**src/rtl/alu_arb_pkg.sv**
```systemverilog
// -----------------------------------------------------------------------------
// alu_arb_pkg
//   Shared constants and types for the two-requester ALU arbiter.
//   NUM_REQ    number of requesters sharing the ALU
//   DEF_WIDTH  default operand/result width
//   DEF_SEL_W  default ALU opcode width
//   state_t    arbiter FSM states (IDLE -> ISSUE -> RESP -> IDLE)
// -----------------------------------------------------------------------------
package alu_arb_pkg;

  localparam int NUM_REQ   = 2;
  localparam int DEF_WIDTH = 32;
  localparam int DEF_SEL_W = 3;

  typedef enum logic [1:0] {
    IDLE  = 2'd0,
    ISSUE = 2'd1,
    RESP  = 2'd2
  } state_t;

endpackage

```
**src/rtl/rr_pick2.sv**
```systemverilog
// -----------------------------------------------------------------------------
// rr_pick2
//   Combinational two-way round-robin pick.
//   valid[1:0]  in   requests
//   ptr         in   requester preferred when both are valid
//   gnt[1:0]    out  one-hot grant, zero when no request
//   idx         out  index of the granted requester (0 when none)
// -----------------------------------------------------------------------------
module rr_pick2 (
  input  logic [1:0] valid,
  input  logic       ptr,
  output logic [1:0] gnt,
  output logic       idx
);

  always_comb begin
    // Requester 1 wins when it is alone, or when both ask and it holds the pointer.
    idx = valid[1] & (~valid[0] | ptr);
    gnt = 2'b00;
    if (valid != 2'b00) gnt[idx] = 1'b1;
  end

endmodule

```
**src/rtl/alu_rr_arbiter.sv**
```systemverilog
// -----------------------------------------------------------------------------
// alu_rr_arbiter
//   Shares one external combinational ALU between two requesters. One operation
//   is in flight at a time: accept (IDLE), drive the ALU for one cycle (ISSUE),
//   then hold the registered result until the winner takes it (RESP).
//
//   clk, rst               single clock; synchronous active-high reset
//   req_valid/req_ready    per-requester operation handshake (ready one-hot or 0)
//   req_a/req_b/req_sel    packed operands, requester i at [i*W +: W]
//   resp_valid/resp_ready  per-requester result handshake (valid one-hot or 0)
//   resp_data              result for the requester flagged in resp_valid
//   alu_a/alu_b/alu_sel    registered operands to the ALU
//   alu_en                 ALU enable, high only in ISSUE
//   alu_salida             ALU result
//
//   Optional: define ALU_ARB_STATS_EN to add grant_cnt0/grant_cnt1, 16-bit
//   wrapping counts of accepted operations per requester.
// -----------------------------------------------------------------------------
module alu_rr_arbiter
  import alu_arb_pkg::*;
#(
  parameter int WIDTH = DEF_WIDTH,
  parameter int SEL_W = DEF_SEL_W
) (
  input  logic                     clk,
  input  logic                     rst,
  input  logic [NUM_REQ-1:0]       req_valid,
  output logic [NUM_REQ-1:0]       req_ready,
  input  logic [NUM_REQ*WIDTH-1:0] req_a,
  input  logic [NUM_REQ*WIDTH-1:0] req_b,
  input  logic [NUM_REQ*SEL_W-1:0] req_sel,
  output logic [NUM_REQ-1:0]       resp_valid,
  input  logic [NUM_REQ-1:0]       resp_ready,
  output logic [WIDTH-1:0]         resp_data,
  output logic [WIDTH-1:0]         alu_a,
  output logic [WIDTH-1:0]         alu_b,
  output logic [SEL_W-1:0]         alu_sel,
  output logic                     alu_en,
  input  logic [WIDTH-1:0]         alu_salida
`ifdef ALU_ARB_STATS_EN
  ,
  output logic [15:0]              grant_cnt0,
  output logic [15:0]              grant_cnt1
`endif
);

  state_t              state_q, state_d;
  logic                ptr_q;
  logic                win_q;
  logic [NUM_REQ-1:0]  pick_gnt;
  logic                pick_idx;
  logic                accept;
  logic                done;

  rr_pick2 u_pick (
    .valid (req_valid),
    .ptr   (ptr_q),
    .gnt   (pick_gnt),
    .idx   (pick_idx)
  );

  assign accept = (state_q == IDLE) && (req_valid != '0);
  assign done   = (state_q == RESP) && resp_ready[win_q];

  always_comb begin
    // NOTE: every output of this block gets a default first so no path leaves
    // a signal unassigned, which would infer a latch.
    state_d    = state_q;
    req_ready  = '0;
    resp_valid = '0;
    alu_en     = 1'b0;
    case (state_q)
      IDLE: begin
        req_ready = pick_gnt;
        if (accept) state_d = ISSUE;
      end
      ISSUE: begin
        alu_en  = 1'b1;
        state_d = RESP;
      end
      RESP: begin
        resp_valid[win_q] = 1'b1;
        if (done) state_d = IDLE;
      end
      default: state_d = IDLE;
    endcase
  end

  // NOTE: sequential state uses non-blocking assignments so every register
  // samples pre-edge values regardless of statement order.
  always_ff @(posedge clk) begin
    // NOTE: reset is synchronous; all state including the operand registers is
    // cleared so an aborted operation leaves nothing visible.
    if (rst) begin
      state_q   <= IDLE;
      ptr_q     <= 1'b0;
      win_q     <= 1'b0;
      alu_a     <= '0;
      alu_b     <= '0;
      alu_sel   <= '0;
      resp_data <= '0;
    end else begin
      state_q <= state_d;
      if (accept) begin
        win_q   <= pick_idx;
        alu_a   <= pick_idx ? req_a[WIDTH +: WIDTH]   : req_a[0 +: WIDTH];
        alu_b   <= pick_idx ? req_b[WIDTH +: WIDTH]   : req_b[0 +: WIDTH];
        alu_sel <= pick_idx ? req_sel[SEL_W +: SEL_W] : req_sel[0 +: SEL_W];
      end
      if (state_q == ISSUE) resp_data <= alu_salida;
      // The requester just served loses priority on the next tie.
      if (done) ptr_q <= ~win_q;
    end
  end

`ifdef ALU_ARB_STATS_EN
  always_ff @(posedge clk) begin
    if (rst) begin
      grant_cnt0 <= '0;
      grant_cnt1 <= '0;
    end else if (accept) begin
      if (pick_idx) grant_cnt1 <= grant_cnt1 + 16'd1;
      else          grant_cnt0 <= grant_cnt0 + 16'd1;
    end
  end
`endif

endmodule
```
**config.mk**
```make
export PLATFORM = sky130hd
export DESIGN_NAME = alu_rr_arbiter
export DESIGN_NICKNAME = d
export VERILOG_FILES = /design/src/rtl/alu_arb_pkg.sv /design/src/rtl/rr_pick2.sv /design/src/rtl/alu_rr_arbiter.sv
export SDC_FILE = /design/constraint.sdc
export NUM_CORES = 1
export LEC_CHECK = 0
export CAP_MARGIN = 25
export CORE_AREA = 5 5 106 147
export CTS_BUF_LIST = sky130_fd_sc_hd__clkbuf_16
export CTS_CLUSTER_DIAMETER = 120
export DETAILED_ROUTE_END_ITERATION = 10
export DIE_AREA = 0 0 111 152
export PLACE_DENSITY = 0.83
export SLEW_MARGIN = 10
export SYNTH_ARGS = -nofsm -noshare
export SYNTH_HDL_FRONTEND = slang
export SYNTH_SLANG_ARGS = --single-unit
```
**constraint.sdc**
```tcl
create_clock -name clk -period 1.16 [get_ports clk]
set_input_delay 0.232 -clock clk [delete_from_list [all_inputs] [get_ports clk]]
set_output_delay 0.232 -clock clk [all_outputs]
set_load 0.005 [all_outputs]
```
==> impl_metrics.env <==
export IMPL_status="complete, but fails checks"
export IMPL_violations="setup timing"
export IMPL_cts_hold_buf=0
export IMPL_fmax_mhz=708
export IMPL_p_leak_uw=0.00326
export IMPL_max_cap_violations=0
export IMPL_htreeDepth=3
export IMPL_dp_hpwl_um=13200
export IMPL_regArea_um2=2150
export IMPL_drc_errors=0
export IMPL_die_area_um2=16900
export IMPL_clk_pin_slew_ps=70
export IMPL_n_antenna_cell=0
export IMPL_place_gp_congestion=0.794
export IMPL_wl_met1_um=8330
export IMPL_dr_pass1_iters=5
export IMPL_cts_tree="built"
export IMPL_finalCritPeriodShare_pct=122
export IMPL_yosys_cell_types_count=33
export IMPL_pre_cts_ws_ps=-263
export IMPL_grt_usage_pct=23.0
export IMPL_netlist_instances=569
export IMPL_clkLatencyLatePin_ps=350
export IMPL_critPathLaunchType="register"
export IMPL_chipHeight_um=152
export IMPL_max_stage_delay_ps=370
export IMPL_grt_first_pass_wirelength_um=31500
export IMPL_ctsRootBufferMaster="clkbuf_16"
export IMPL_top_layer="met5"
export IMPL_vias=6011
export IMPL_cts_made_buffers=9
export IMPL_critPathArrivalTime_ps=1670
export IMPL_synth_seq_area_share_pct=44.0
export IMPL_clock_sinks=103
export IMPL_maxSlewViolCount=0
export IMPL_critical_path_max_fanout=10
export IMPL_final_cells=1050
export IMPL_ant_nets=0
export IMPL_antenna_found_initial=1
export IMPL_wl_met2_um=11100
export IMPL_async_flop_share_pct=0
export IMPL_syn_to_final_growth_pct=88.6
export IMPL_start_util_pct=32.9
export IMPL_fin_ws_ps=-252
export IMPL_critPathKind="reg2reg"
export IMPL_grt_max_degree=56
export IMPL_path_buf_inv=3
export IMPL_portBuffers=275
export IMPL_cts_buffer_depth=2
export IMPL_multi_input_area_um2=2520
export IMPL_required_ps=1410
export IMPL_slowest_stage="dfxtp_4"
export IMPL_core_um2=14200
export IMPL_rsz0062_at_grt="true"
export IMPL_period_needed_ps=1410
export IMPL_met3_length_um=1610
export IMPL_fillers=1163
export IMPL_grt_pass1_vias=5788
export IMPL_maxSlewHeadroom_pct=72.0
export IMPL_drive_gt1_share_pct=37.2
export IMPL_synth_edf_count=0
export IMPL_skew_ps=6.28
export IMPL_drt_wl_total_um=21800
export IMPL_viasPerCell=5.72
export IMPL_synthesis_area_um2=4680
export IMPL_synth_area_per_cell_um2=8.23
export IMPL_finish_utilization_pct=62.0
export IMPL_drt_iter0_drc=358
export IMPL_cp_top_family="buffers and inverters"
export IMPL_min_path_type="in2reg"
export IMPL_ys_warn_count=0
export IMPL_ys_ff_latch=103
export IMPL_synth_nets=741
export IMPL_nNetsFinal=1029
export IMPL_crit_chain="nor2_4 > buf_8 > buf_6 > buf_16 > nand4_1 > a31oi_1"
export IMPL_endpoint_kind="register"
export IMPL_dp_cells=994
export IMPL_setup_violations_final=92
export IMPL_irDropWorstVdd_mv=0.712
export IMPL_fp_dieW_um=111
export IMPL_std_cell_rows=52
export IMPL_tightest_slew_ps=420
export IMPL_hold_viol=0
export IMPL_routedWlPerCell_um=20.8
export IMPL_yosys_most_used_dff="dfxtp_1"
export IMPL_grt_ovfl_total=0
export IMPL_io_pins=276
export IMPL_powerDensity_nw_per_um2=1220
## registers in the layout, indices dropped and copies added, names as in the netlist
register   cells
win_q          1
resp_data     32
alu_b         32
alu_sel        3
state_q        2
alu_a         32
ptr_q          1
## metal layers
metal / vias to the layer above / track usage, %
met4: 2 / 9.39
met1: 2868 / 26.0
met5: - / 0
met2: 323 / 40.6
li1: 2760 / -
met3: 58 / 6.41
## logic make-up (layout without fill, tap and decap cells)
group | count (synthesis) | in the layout | synth area share [%]
buffers and inverters | 78 | 369 | 9.19
AO/OA/AOI/OAI | 175 | 175 | 21.6
AND/OR/NAND/NOR | 212 | 213 | 25.0
flip-flops | 103 | 103 | 44.0
multiplexers | 1 | 1 | 0.214
## final timing paths
kind	to	cells past startpoint	slack (ps)	startpoint
max	alu_a[12]$_SDFFE_PP0P_	6	-250	state_q[0]$_SDFFE_PP0P_
min	win_q$_SDFFE_PP0P_	3	220	req_valid[1]
max reg2reg	alu_a[12]$_SDFFE_PP0P_	6	-250	state_q[0]$_SDFFE_PP0P_
min reg2reg	resp_data[20]$_SDFFE_PP0P_	2	460	resp_data[20]$_SDFFE_PP0P_
## stage by stage
step	total power, uW	hold WS (ps)	cell area, um^2	TNS [ps]
6_report	10700	215	8830	-14680
5_1_grt	11200	221	8830	-19300
4_1_cts	10400	189	8550	-14460
3_5_place_dp	6980	446	7660	-14440
3_3_place_gp	6940	441	7660	-12710
2_1_floorplan	5330	368	4700	-321
## worst reg2reg max path, stage by stage, from the launching register on
cell	delay (ps)
dfxtp_4	370
nor2_4	160
buf_8	190
buf_6	130
buf_16	130
nand4_1	130
a31oi_1	210
## cells in the final DEF, fill, tap and decap left out, types with 2 or more instances in the layout
cell             Yosys  layout
a21oi_1             39      28
a21oi_2              0      11
a311oi_1             4       3
a31oi_1             63      63
and3b_1              2       2
buf_12               0      14
buf_16               0       9
buf_2               38      10
buf_4                9      36
buf_6                6       9
buf_8                1       5
bufbuf_16            0       2
clkbuf_16            0      14
clkbuf_2             0      42
clkdlybuf4s15_1      0      42
clkdlybuf4s15_2      0       9
clkdlybuf4s50_1      0     168
dfxtp_1            103      35
dfxtp_2              0      65
dfxtp_4              0       3
inv_4                0       2
inv_6                0       3
nand2_1             65      52
nand2_2              1      13
nand2b_4             0       2
nand3_1              5       3
nand3_2              0       2
nand3b_1             2       2
nand4_1            126     126
nor2_4               1       3
o21ai_0             29       4
o21ai_1             29       9
o21ai_2             10      54
or2_4                1       2
## synthesized netlist by cell type (2+ instances only)
master    instances  share of area (%)
nand2_1          65                5.2
o21ai_0          29                3.1
buf_4             9                1.4
nand3b_1          2               0.32
dfxtp_1         103                 44
inv_1             2               0.16
a21oi_1          39                4.2
buf_1             3               0.24
a31oi_1          63                8.4
clkbuf_1         18                1.4
o21ai_2          10                1.9
o21ai_1          29                3.1
buf_2            38                4.1
a311oi_1          4               0.75
nand4_1         126                 17
buf_6             6                1.4
nand3_1           5               0.53
and3b_1           2               0.37
nand2b_1          2               0.27
## final cells by class
class | count | area share [%]
flip-flops and latches | 103 | 24.4
inverters | 3 | 0.156
well taps | 189 | 2.68
repair buffers | 351 | 41.1
clock inverters | 6 | 0.581
clock buffers | 9 | 2.55
multi-input cells | 389 | 28.5
## power breakdown
group	internal [uW]	total [uW]	switching [uW]	leakage [uW]
logic	1990	3660	1670	0.00225
registers	3900	4120	215	0.000873
clock network	1490	2970	1480	0.000135
total	7380	10700	3370	0.00326
## repair_timing
action	CTS	global route
gates resized for setup	316	179
endpoints found under the setup margin	205	167
pin swaps	9	43
hold endpoints to repair	0	0
setup buffers	16	10
gates cloned	11	5
(Power assumes the default switching activity.)
